--- config.mk ---
export PLATFORM = sky130hd
export DESIGN_NAME = param_block_memory
export DESIGN_NICKNAME = d
export VERILOG_FILES = /design/src/rtl/param_block_memory.sv
export SDC_FILE = /design/constraint.sdc
export NUM_CORES = 1
export LEC_CHECK = 0
export ABC_AREA = 1
export BUFFER_PORTS_ARGS = -buffer_cell sky130_fd_sc_hd__buf_4
export CORE_MARGIN = 2
export CORE_UTILIZATION = 40
export CTS_BUF_LIST = sky130_fd_sc_hd__clkbuf_4 sky130_fd_sc_hd__clkbuf_8
export DETAILED_ROUTE_END_ITERATION = 10
export HOLD_SLACK_MARGIN = 0.05
export SYNTH_ARGS = -nofsm -noshare
export SYNTH_HDL_FRONTEND = slang
export SYNTH_SLANG_ARGS = --single-unit
--- constraint.sdc ---
create_clock -name sys_clk -period 3.84 [get_ports sys_clk]
set_input_delay 0.768 -clock sys_clk [delete_from_list [all_inputs] [get_ports sys_clk]]
set_output_delay 0.768 -clock sys_clk [all_outputs]
set_load 0.005 [all_outputs]
--- src/rtl/param_block_memory.sv ---
// param_block_memory: byte-enabled single-port RAM with power-up zeroing and range checking
module param_block_memory #(
    parameter int DATA_W    = 32,
    parameter int DEPTH     = 8,
    parameter int BYTE_ADDR = 1,
    parameter int RD_LAT    = 1,
    parameter int WR_FIRST  = 0
) (
    input  logic                sys_clk,
    input  logic                sys_rst,
    input  logic                wen_s,
    input  logic                ren_s,
    input  logic [31:0]         addr_s,
    input  logic [DATA_W-1:0]   datw_s,
    input  logic [DATA_W/8-1:0] be_s,
    output logic [DATA_W-1:0]   datr_s,
    output logic                rvalid_s,
    output logic                err_s,
    output logic                busy_s
);
    localparam int BW = DATA_W / 8;
    localparam int SH = BYTE_ADDR != 0 ? $clog2(BW) : 0;
    localparam int IW = $clog2(DEPTH);

    typedef enum logic {INIT, READY} state_t;

    state_t              state, state_nx;
    logic [IW-1:0]       cnt, cnt_nx;
    logic [DATA_W-1:0]   mem [DEPTH];
    logic [31:0]         idx;
    logic [IW-1:0]       widx;
    logic                in_rng, rdy;
    logic [DATA_W-1:0]   old_w, new_w, rd_w;
    logic [DATA_W-1:0]   d1;
    logic                v1, re1, we1;

    // The full shifted address is range checked so high bits never alias
    assign idx    = addr_s >> SH;
    assign in_rng = idx < 32'(DEPTH);
    assign widx   = idx[IW-1:0];
    assign rdy    = state == READY;
    assign old_w  = mem[widx];
    assign rd_w   = (WR_FIRST != 0 && wen_s) ? new_w : old_w;

    // State register and init counter
    always_ff @(posedge sys_clk or posedge sys_rst) begin
        if (sys_rst) begin
            state <= INIT;
            cnt   <= '0;
        end else begin
            state <= state_nx;
            cnt   <= cnt_nx;
        end
    end

    // Next state: walk the counter across every word, then go ready
    always_comb begin
        state_nx = state;
        cnt_nx   = cnt;
        busy_s   = state == INIT;
        if (state == INIT) begin
            cnt_nx = cnt + 1'b1;
            if (cnt == IW'(DEPTH - 1)) begin
                state_nx = READY;
                cnt_nx   = '0;
            end
        end
    end

    // Old word with the enabled bytes replaced by write data
    always_comb begin
        new_w = old_w;
        for (int i = 0; i < BW; i++)
            if (be_s[i]) new_w[8*i +: 8] = datw_s[8*i +: 8];
    end

    // Storage array: zero fill during init, byte-masked writes when ready
    always_ff @(posedge sys_clk) begin
        if (state == INIT) mem[cnt] <= '0;
        else if (wen_s && in_rng) mem[widx] <= new_w;
    end

    // First read stage; data only loads on an accepted read so it holds otherwise
    always_ff @(posedge sys_clk or posedge sys_rst) begin
        if (sys_rst) begin
            d1  <= '0;
            v1  <= 1'b0;
            re1 <= 1'b0;
            we1 <= 1'b0;
        end else begin
            v1  <= rdy && ren_s;
            re1 <= rdy && ren_s && !in_rng;
            we1 <= rdy && wen_s && !in_rng;
            if (rdy && ren_s) d1 <= in_rng ? rd_w : '0;
        end
    end

    generate
        if (RD_LAT == 2) begin : g_lat2
            logic [DATA_W-1:0] d2;
            logic              v2, re2;
            // Optional second stage delaying the read result by one cycle
            always_ff @(posedge sys_clk or posedge sys_rst) begin
                if (sys_rst) begin
                    d2  <= '0;
                    v2  <= 1'b0;
                    re2 <= 1'b0;
                end else begin
                    d2  <= d1;
                    v2  <= v1;
                    re2 <= re1;
                end
            end
            assign datr_s   = d2;
            assign rvalid_s = v2;
            assign err_s    = re2 | we1;
        end else begin : g_lat1
            assign datr_s   = d1;
            assign rvalid_s = v1;
            assign err_s    = re1 | we1;
        end
    endgenerate
endmodule

; ---- Word-level counts from Yosys, hierarchy flattened
; Memory sizes are Yosys's and may differ from the RTL's.
; Cells that the tools add are included.
[classes]
eq_ne = 1
magnitude_cmp = 1
n_bitwise = 2
add_sub_neg = 1
mux = 15
n_reduce_logical = 7
[ops]
columns = op, n
row1 = $mux 32, 2
row2 = $mux 8, 4
row3 = $reduce_or 32->1, 1
row4 = $lt 30x4->1 const B, 1
row5 = $mux 1, 7
row6 = $mux 3, 2
row7 = $logic_and 1x1->1, 5
row8 = $add 3x1->3 const B, 1
row9 = $eq 3x3->1 const B, 1
row10 = $logic_not 1->1, 1
row11 = $not 1->1, 1
row12 = $or 1x1->1, 1
[word_totals]
n_memories = 1
out_inout_bits = 35
elab_cells = 34
in_bits = 72
ramBits = 256
reg_bits = 39
[mem_list]
columns = name, depth, word_bits, rd, rd_clocked_by_memory_dff, wr, line
row1 = mem, 8, 32, 1, 0, 1, 29  ; logic [DATA_W-1:0] mem [DEPTH];

; ---- Depth between registers and ports, before layout
[logic_depth]
word_depth = 7
mapped_depth = 10
depth_no_buf = 10

; ---- Worst setup path after synthesis
; Ideal clock, no wire load.
[synth_path]
path_kind = input to register
startpoint = in addr_s[7]
endpoint = mem mem[0][0], enable pin
path_buffers = 1
stages = 9
arrival_ps = 2943
path_slack_ps = 476
setup_time_ps = 421
required_time_ps = 3419
cell_sequence = nor2_1 -> nand2_1 -> nand3b_1 -> nor2_2 -> buf_6 -> nand2_1 -> nand2_2 -> nand3_2 -> nor2_1
[synth_between]
elab_chain_cells = 7
word_cells_on_any_way = 8
cone_classes = order compare (1) / mux (5) / reduce/logical (2)
[synth_rtl]
columns = element, line
row1 = "start, declared", 13  ; input logic [31:0] addr_s,
row2 = $lt 30x4->1 (*), 39  ; assign in_rng = idx < 32'(DEPTH);
row3 = $logic_and 1x1->1 (*), 80  ; else if (wen_s && in_rng) mem[widx] <= new_w;
row4 = $mux 1 (*), 80
row5 = $mux 1 (*), 79  ; if (state == INIT) mem[cnt] <= '0;
row6 = $mux 1 (not written as such) (*), 80
row7 = $reduce_or 32->1 (no line), n/a
row8 = $mux 3 (no line) / $mux 1 (equally long branches), n/a
row9 = "end, declared", 29
; Every way passes the cells marked *; elsewhere a longest branch is shown, timed or not.

; ---- Final worst setup path
[layout_path]
startpoint = in addr_s[7]
endpoint = mem mem[1][29], enable pin
; Same word-level chain as after synthesis.

==> impl_metrics.csv <==
group,metric,value,unit
layout,n_antenna_cell,0,
critical_path,worstSetupEndpointType,"register",
critical_path,cp.arrival,2.86,ns
timing,tightestPinTransition,1.000,ns
critical_path,worst-path-buf-inv,2,
outcome,status,"complete, no violations",
clock_network,htreeDepth,2,
timing,finalHoldViolations,0,
run,cap_viol_max_count,0,
detailed_routing,dr.pass1.iters,5,
global_route,overflow,0,
clock_network,clockBufferDepth,3,
global_route,grt_max_degree,61,
clock_network,cts_buffers,49,
global_route,antenna_found_initial,0,
layout,drive_gt1_share,19.80,%
detailed_routing,drc,0,
timing,setup_viol,0,
layout,final_util,48.39,%
power_and_ir_drop,ir_drop,0.2114,mV
min_path,hold_class,"in -> async",
clock_network,cts_resized,0,
timing,fmax,0.3810,GHz
floorplan,initial_utilization,40.58,%
detailed_routing,vias_per_cell,5.142,
global_route,track_usage,18.57,%
clock_network,tritoncts,"built",
critical_path,rr_worst_depth,6,
floorplan,die_width,177.2,um
layout,nFillCells,2705,
clock_network,clk_pin_slew,0.06,ns
placement,dpl-instance-area,0.01328,sq mm
timing,skew,0.01831,ns
placement,place.gp.congestion,0.7209,
power_and_ir_drop,p_per_area,457.9,mW/mm^2
clock_network,post_cts.repair.setup_buffers,0,
critical_path,path_cells,"buf_4 -> nor2_1 -> nand2_1 -> nand3b_1 -> nor2_2 -> nand2_1 -> nand2_2 -> nand3_2 -> nor2_4 -> buf_12",
layout,area_growth,19.22,%
timing,slew_headroom,33.21,%
yosys,yosysUniqueCellTypes,27,
yosys,seq_area_frac_synth,72.22,%
timing,hold_ws,0.4654,ns
critical_path,cpMaxStageDelayCell,"nor2_4",
clock_network,insertion_delay,0.56,ns
floorplan,die_area,0.03139,sq mm
critical_path,worst-setup-path-type,"in -> reg",
critical_path,cp_max_fo,22,
yosys,yosysWarningCount,0,
clock_network,hold_buffers,0,
detailed_routing,drtIter0Drc,658,
layout,multiInputGateArea,0.002963,sq mm
yosys,yosysTopAreaCell,"edfxtp_1",
layout,stdcell_area,0.01430,sq mm
power_and_ir_drop,p_leak,5.592,nW
floorplan,rows,63,
detailed_routing,dr_total_vias,8032,
yosys,syn_area,0.01200,sq mm
timing,finalSetupTns,0,ns
yosys,syn_avg_cell_area,11.82,sq um
power_and_ir_drop,report.power.total,6.550,mW
layout,nets,1206,
floorplan,pin_count,107,
floorplan,core_area,0.02956,sq mm
critical_path,cp.depth,10,
critical_path,cpMostUsedCell,"nand2_1",
yosys,synth_seq_cells,295,
critical_path,critPathRequiredTime,4.08,ns
timing,fin_crit_sh,68.36,%
global_route,grt_pass1_vias,7844,
timing,rsz0062_at_grt,"no",
yosys,synth_fp_nets,1089,
critical_path,slowest_delay,0.52,ns
clock_network,clock-root-buffer,"clkbuf_8",
layout,regArea,0.008663,sq mm
timing,drv_slew,0,
detailed_routing,final_antenna_net_count,0,
timing,period_minus_slack,2.625,ns
placement,dp_hpwl,16030,um
placement,io_buffers,104,
critical_path,start_kind,"input port",
critical_path,critical_path.top_delay_family,"simple AND/OR/NAND/NOR gates",
floorplan,fp.dieH,177.2,um
yosys,synth_top_area_share,64.08,%
yosys,syn_inst,1015,
yosys,ys_top_cells_by_area,"edfxtp_1, nand2_1, dfrtp_1",
detailed_routing,wl_per_cell,18.31,um
detailed_routing,wirelength,28600,um
global_route,grt_pass1_wl,44690,um
clock_network,clkSinkCount,295,
==> kinds of logic (layout without fill, tap and decap cells) <==
kind of cell               count (synthesis)  after routing  share of synthesized area (%)
AOI/OAI and AO/OA                        196            196                          9.491
adders and majority gates                  2              2                         0.2086
buffers and inverters                     94            251                          3.588
DFF                                      295            295                          72.22
and+or+nand+nor                          428            428                          14.50
==> layout make-up <==
class	count	area share, %
Sequential cell	295	60.57
Timing Repair Buffer	129	7.296
Tap cell	390	3.412
Multi-Input combinational cell	626	20.72
Clock inverter	17	0.7086
Inverter	31	0.8311
Clock buffer	74	6.465
==> worst paths after layout <==
path                                        start                endpoint  slack, ns
min in group sys_clk                        ren_s      rvalid_s$_DFF_PP0_       0.48
max reg2reg                         rdy$_DFF_PP0_    mem[5][21]$_DFFE_PP_       1.57
min                                       sys_rst           re1$_DFF_PP0_       0.47
max in group asynchronous                 sys_rst  datr_s[14]$_DFFE_PP0P_       2.74
min reg2reg                datr_s[30]$_DFFE_PP0P_  datr_s[30]$_DFFE_PP0P_       0.48
max                                     addr_s[7]    mem[1][29]$_DFFE_PP_       1.22
==> metrics by stage <==
stage / worst slack [ns] / std cells
3_3_place_gp: 0.6851 / 1471
3_5_place_dp: 0.6337 / 1471
6_report: 1.215 / 1562
2_1_floorplan: 0.4763 / 1015
4_1_cts: 1.220 / 1562
5_1_grt: 1.070 / 1562
==> metal layers <==
layer	vias to the layer above	GRT usage [%]	part of all wire [%]
met2	214	30.72	48
met5	-	0	0
li1	3867	-	-
met1	3913	25.48	45
met3	38	3.071	5.2
met4	0	4.924	1.5
==> where the power goes <==
group	internal [mW]	leakage, nW	switching (mW)
logic	0.103	1.68	0.186
clock network	1.60	0.547	1.22
registers	3.44	3.36	0.000270
total	5.15	5.59	1.40
==> state kept, by name, indices dropped and copies added, names as in the netlist <==
| signal | flops |
|---|---|
| mem | 256 |
| re1 | 1 |
| rvalid_s | 1 |
| datr_s | 32 |
| cnt | 3 |
| we1 | 1 |
| rdy | 1 |
==> cells in the final DEF, fill, tap and decap left out, drive strengths merged, types with 31 or more instances in the layout <==
| master | n |
|---|---|
| nand3 | 73 |
| nand2 | 320 |
| dfrtp | 39 |
| o21ai | 70 |
| a21oi | 31 |
| a31oi | 62 |
| buf | 129 |
| nor2 | 32 |
| a22oi | 31 |
| edfxtp | 256 |
| clkbuf | 74 |
==> Yosys cell counts (all sizes together) <==
master / n
a21oi: 31
a22oi: 31
a31oi: 62
buf: 39
clkbuf: 24
clkinv: 1
dfrtp: 39
edfxtp: 256
ha: 2
inv: 30
nand2: 320
nand3: 73
nand3b: 1
nor2: 32
o21ai: 70
o22ai: 2
or2: 2
Power figures use the tool's default switching activity.
